File: config.mk
export PLATFORM = sky130hd
export DESIGN_NAME = reg_fifo_n
export DESIGN_NICKNAME = d
export VERILOG_FILES = /design/src/rtl/reg_fifo_n.sv
export SDC_FILE = /design/constraint.sdc
export NUM_CORES = 1
export LEC_CHECK = 0
export CAP_MARGIN = 10
export CORE_ASPECT_RATIO = 1.1
export CORE_MARGIN = 4
export CORE_UTILIZATION = 50
export CTS_CLUSTER_SIZE = 25
export DETAILED_ROUTE_END_ITERATION = 8
export GPL_TIMING_DRIVEN = 0
export PLACE_DENSITY = 0.77
export SLEW_MARGIN = 5
export SYNTH_ARGS = -nofsm -noshare
export SYNTH_HDL_FRONTEND = slang
export SYNTH_SLANG_ARGS = --single-unit
File: constraint.sdc
create_clock -name clk_i -period 5.77 [get_ports clk_i]
set_input_delay 0.577 -clock clk_i [delete_from_list [all_inputs] [get_ports clk_i]]
set_output_delay 0.577 -clock clk_i [all_outputs]
set_load 0.02 [all_outputs]
File: src/rtl/reg_fifo_n.sv
// reg_fifo_n: register-based synchronous FIFO with a registered read port.
//
// Handshake: a load is accepted on a rising edge when load_i=1 and the FIFO
// is not full, or is full but an unload is accepted on that same edge. An
// unload is accepted when unload_i=1 and the FIFO is not empty. Its word
// appears on data_o after that edge, and valid_o is high for exactly that one
// cycle. An unload on an empty FIFO never bypasses a load made on the same edge.
// clr_i overrides both requests. full_o, empty_o and count_o come only from
// registered state.
//
// Optional feature: define REG_FIFO_N_ERR_EN to build sticky overflow and
// underflow flags (ovf_o/udf_o). Without it the flags are tied to 0 and
// have no registers.
module reg_fifo_n #(
    parameter int DATA_SIZE = 8,
    parameter int DEPTH     = 4,
    parameter int ADDR_SIZE = 2
) (
    input  logic                 clk_i,
    input  logic                 rst_ni,
    input  logic                 clr_i,
    input  logic                 load_i,
    input  logic [DATA_SIZE-1:0] data_i,
    input  logic                 unload_i,
    output logic [DATA_SIZE-1:0] data_o,
    output logic                 valid_o,
    output logic                 full_o,
    output logic                 empty_o,
    output logic [ADDR_SIZE:0]   count_o,
    output logic                 ovf_o,
    output logic                 udf_o
);

    localparam logic [ADDR_SIZE:0]   FULL_COUNT = (ADDR_SIZE+1)'(DEPTH);
    localparam logic [ADDR_SIZE:0]   COUNT_ONE  = (ADDR_SIZE+1)'(1);
    localparam logic [ADDR_SIZE-1:0] PTR_ONE    = ADDR_SIZE'(1);

    logic [DATA_SIZE-1:0] mem [DEPTH];
    logic [ADDR_SIZE-1:0] wr_ptr;
    logic [ADDR_SIZE-1:0] rd_ptr;
    logic [ADDR_SIZE:0]   count;
    logic                 do_load;
    logic                 do_unload;

    assign full_o  = (count == FULL_COUNT);
    assign empty_o = (count == '0);
    assign count_o = count;

    // Acceptance decisions; a full FIFO can take a load when a read frees a slot.
    always_comb begin
        do_unload = unload_i && !empty_o;
        do_load   = load_i && (!full_o || do_unload);
    end

    // Storage array; no reset needed because pointers define what is valid.
    always_ff @(posedge clk_i) begin
        if (do_load && !clr_i) begin
            mem[wr_ptr] <= data_i;
        end
    end

    // Pointers and occupancy count; clear wins over both requests.
    always_ff @(posedge clk_i or negedge rst_ni) begin
        if (!rst_ni) begin
            wr_ptr <= '0;
            rd_ptr <= '0;
            count  <= '0;
        end else if (clr_i) begin
            wr_ptr <= '0;
            rd_ptr <= '0;
            count  <= '0;
        end else begin
            if (do_load) begin
                wr_ptr <= wr_ptr + PTR_ONE;
            end
            if (do_unload) begin
                rd_ptr <= rd_ptr + PTR_ONE;
            end
            case ({do_load, do_unload})
                2'b10:   count <= count + COUNT_ONE;
                2'b01:   count <= count - COUNT_ONE;
                default: count <= count;
            endcase
        end
    end

    // Registered read port: data_o holds its value unless an unload is accepted.
    always_ff @(posedge clk_i or negedge rst_ni) begin
        if (!rst_ni) begin
            data_o  <= '0;
            valid_o <= 1'b0;
        end else if (clr_i) begin
            valid_o <= 1'b0;
        end else begin
            valid_o <= do_unload;
            if (do_unload) begin
                data_o <= mem[rd_ptr];
            end
        end
    end

`ifdef REG_FIFO_N_ERR_EN
    logic ovf_q;
    logic udf_q;

    // Sticky error flags: a dropped load sets ovf, a dropped unload sets udf.
    always_ff @(posedge clk_i or negedge rst_ni) begin
        if (!rst_ni) begin
            ovf_q <= 1'b0;
            udf_q <= 1'b0;
        end else if (clr_i) begin
            ovf_q <= 1'b0;
            udf_q <= 1'b0;
        end else begin
            if (load_i && !do_load) begin
                ovf_q <= 1'b1;
            end
            if (unload_i && empty_o) begin
                udf_q <= 1'b1;
            end
        end
    end

    assign ovf_o = ovf_q;
    assign udf_o = udf_q;
`else
    assign ovf_o = 1'b0;
    assign udf_o = 1'b0;
`endif

endmodule

==> impl_metrics.py <==
metrics = {
    "placed_design": {
        "io_buffers": 25,
        "gp_congestion": 0.874,
        "hpwlAfterDp_um": 2620,
    },
    "layout": {
        "fin_nets": 181,
        "drive_gt1_share_pct": 20.7,
        "diodes": 0,
        "area_growth_pct": 20.7,
        "multi_input_area_sq_um": 649,
        "fillers": 306,
        "utilization_pct": 62.8,
        "regArea_sq_mm": 0.00136,
    },
    "sta": {
        "maxSlewViolCount": 0,
        "fin_crit_sh_pct": 43.8,
        "layout_min_cycle_time_ps": 2530,
        "rsz0062_at_grt": "no",
        "worst_pin_slew_ps": 798,
        "finalSetupTns_ps": 0,
        "finalClockSkew_ps": 7.72,
        "hold_violations": 0,
        "fmax_mhz": 396,
        "maxSlewHeadroom_pct": 46.6,
        "setup_viol": 0,
    },
    "grt": {
        "grt_max_degree": 17,
        "grt_pass1_vias": 1190,
        "grt_pass1_wl_um": 5720,
        "antenna_found_initial": 0,
        "track_usage_pct": 14.7,
        "grt-ovfl-total": 0,
    },
    "die": {
        "die_h_um": 75.6,
        "fp-row-count": 24,
        "core_sq_mm": 0.00399,
        "die_w_um": 69.5,
        "initial_utilization_pct": 52.0,
        "io-pin-count": 29,
        "die_area_sq_mm": 0.00525,
    },
    "clocking": {
        "htreeDepth": 2,
        "path_clk_slew_ps": 90,
        "cts_root_buf": "clkbuf_8",
        "postCtsHoldBufs": 0,
        "numCtsBuffers": 5,
        "post_cts_buffers": 0,
        "clock-sinks": 48,
        "cts_tree": "yes",
        "post_cts_resized": 0,
        "insertion_delay_ps": 300,
        "clockBufferDepth": 2,
    },
    "synth": {
        "syn_inst": 130,
        "synth_area_sq_mm": 0.00208,
        "ys_ff_latch": 48,
        "avgSynthCellArea_sq_um": 16.0,
        "synth.area.top_cells": "edfxtp_1 46%, dfrtp_1 19%, mux4_2 8.7%",
        "yosys_warnings": 0,
        "synth_area_leader_cell": "edfxtp_1",
        "ys_seq_area_share_pct": 65.5,
        "synth_top_area_share_pct": 46.3,
        "ys_types": 36,
    },
    "worst_setup_path": {
        "cp_slowest_cell": "clkdlybuf4s50_1",
        "worstSetupEndpointType": "flip-flop",
        "cp-start-kind": "input pin",
        "critical_path.cell_chain": "clkdlybuf4s50_1 -> buf_2 -> o31ai_1 -> nor2_1 -> fa_1 -> or3b_1 -> or3_1 -> a31oi_1",
        "max_stage_delay_ps": 460,
        "path_class": "input pin to flip-flop",
        "crit_fanout": 10,
        "cp.arrival_ps": 2750,
        "cp.buffers_inverters": 2,
        "crit_family": "simple AND/OR/NAND/NOR gates",
        "crit_required_ps": 5990,
    },
    "run_status": {
        "status": "complete, no violations",
    },
    "power": {
        "ir_worst_vdd_uv": 227,
        "p_leak_nw": 0.906,
        "clkPwrFrac_pct": 26.4,
        "seq_power_share_pct": 48.1,
        "p_total_mw": 0.891,
        "p_switching_mw": 0.238,
        "swShare_pct": 26.7,
        "power-per-cell-area_mw_per_mm2": 355,
        "p_comb_share_pct": 25.5,
        "p_int_mw": 0.652,
    },
    "job": {
        "drv_cap": 0,
    },
    "detailed_routing": {
        "remaining_drc_errors": 0,
        "first_iter_violations": 148,
        "ant_nets": 0,
        "route.final.wire_length_um": 3690,
        "first_pass_iters": 4,
        "wl_per_cell_um": 17.1,
        "num_vias": 1198,
        "viasPerCell": 5.55,
    },
    "min_path": {
        "holdCritPathClass": "flip-flop to flip-flop",
    },
}
==> logic make-up after synthesis <==
family	Yosys count	synth area share, %
flip-flops	48	65.5
AND/OR/NAND/NOR	26	7.95
AO/OA/AOI/OAI	17	5.72
multiplexers	16	13.0
buffers and inverters	15	3.37
adder cells (fa/ha/maj)	5	3.37
XOR/XNOR	2	0.844
other	1	0.181
==> per-stage QoR <==
stage               setup WS, ps  instances  instance area (sq um)  hold slack, ps
floorplan                   3440        131                   2080             281
global placement            3010        208                   2400             489
detailed placement          2930        208                   2400             502
CTS                         3250        216                   2510             521
global route                3140        216                   2510             532
finish                      3240        216                   2510             515
==> power groups by stage <==
stage / clock network, mW / logic (mW) / registers, mW
after floorplan: 0 / 0.0910 / 0.472
after global placement: 0 / 0.222 / 0.434
after detailed placement: 0 / 0.229 / 0.436
after CTS: 0.240 / 0.230 / 0.429
after global routing: 0.258 / 0.242 / 0.433
final: 0.235 / 0.227 / 0.428
==> sequential cells by signal, indices dropped and copies added (netlist names) <==
register  cells
mem          32
data_o        8
count_o       3
rd_ptr        2
wr_ptr        2
valid_o       1
==> synth_stat cells <==
| cell | instances |
|---|---|
| nand3b_1 | 1 |
| nand2b_1 | 3 |
| edfxtp_1 | 32 |
| a21oi_1 | 2 |
| xor2_1 | 2 |
| nor2_1 | 6 |
| nor3_4 | 1 |
| inv_1 | 5 |
| and3_1 | 1 |
| ha_1 | 4 |
| a2111oi_0 | 1 |
| o31ai_1 | 1 |
| o311ai_0 | 1 |
| dfrtp_1 | 16 |
| clkbuf_1 | 3 |
| o211ai_1 | 2 |
| o21bai_1 | 1 |
| a21o_1 | 1 |
| conb_1 | 1 |
| o22ai_1 | 1 |
| nand2_1 | 3 |
| nor3_2 | 1 |
| a31oi_1 | 1 |
| o2bb2ai_1 | 1 |
| mux2_2 | 8 |
| or3_1 | 2 |
| or3b_1 | 1 |
| o21ai_0 | 3 |
| and2_1 | 5 |
| buf_2 | 5 |
| fa_1 | 1 |
| a221oi_1 | 2 |
| nor4b_2 | 1 |
| buf_4 | 2 |
| nor3_1 | 1 |
| mux4_2 | 8 |
==> final timing paths <==
| path | from | endpoint | slack (ps) | cells after the start |
|---|---|---|---|---|
| worst min-delay path | data_o[7] | data_o[7] | 510 | 1 |
| min in group asynchronous | rst_ni | data_o[6] | 740 | 1 |
| worst max-delay path | unload_i | count_o[2] | 3240 | 8 |
| worst min register to register | data_o[7] | data_o[7] | 510 | 1 |
| max in group asynchronous | rst_ni | data_o[1] | 4530 | 1 |
| worst max register to register | count_o[2] | count_o[2] | 3290 | 7 |
==> worst register-to-register path, cell delays in order (launching register included) <==
cell and delay [ps]:
dfrtp_1 440, clkbuf_1 230, o31ai_1 360, nor2_1 110
fa_1 400, or3b_1 380, or3_1 320, a31oi_1 180
==> cell usage in the layout, fill, tap and decap left out, types with 4 or more instances in the layout <==
cell             count
dfrtp_1             16
buf_2                5
ha_1                 4
inv_1                5
edfxtp_1            32
clkdlybuf4s50_1     25
mux2_2               8
clkbuf_8             5
mux4_2               8
nor2_1               6
and2_1               5
==> area by class of cell <==
| cell class | instances | area share [%] |
|---|---|---|
| timing repair buffer | 25 | 9.98 |
| multi-input combinational | 68 | 25.9 |
| clock inverter | 3 | 1.70 |
| tap | 52 | 2.59 |
| buffer | 10 | 2.05 |
| sequential | 48 | 54.3 |
| inverter | 5 | 0.749 |
| clock buffer | 5 | 2.74 |
==> per-layer routing <==
| layer | vias up | GRT usage [%] | share of wire (%) |
|---|---|---|---|
| li1 | 544 | - | - |
| met1 | 607 | 17.3 | 41 |
| met2 | 38 | 26.1 | 52 |
| met3 | 9 | 4.62 | 4.7 |
| met4 | 0 | 4.99 | 1.9 |
| met5 | - | 0 | 0 |
Note: power is estimated with default switching activity, not from simulation.
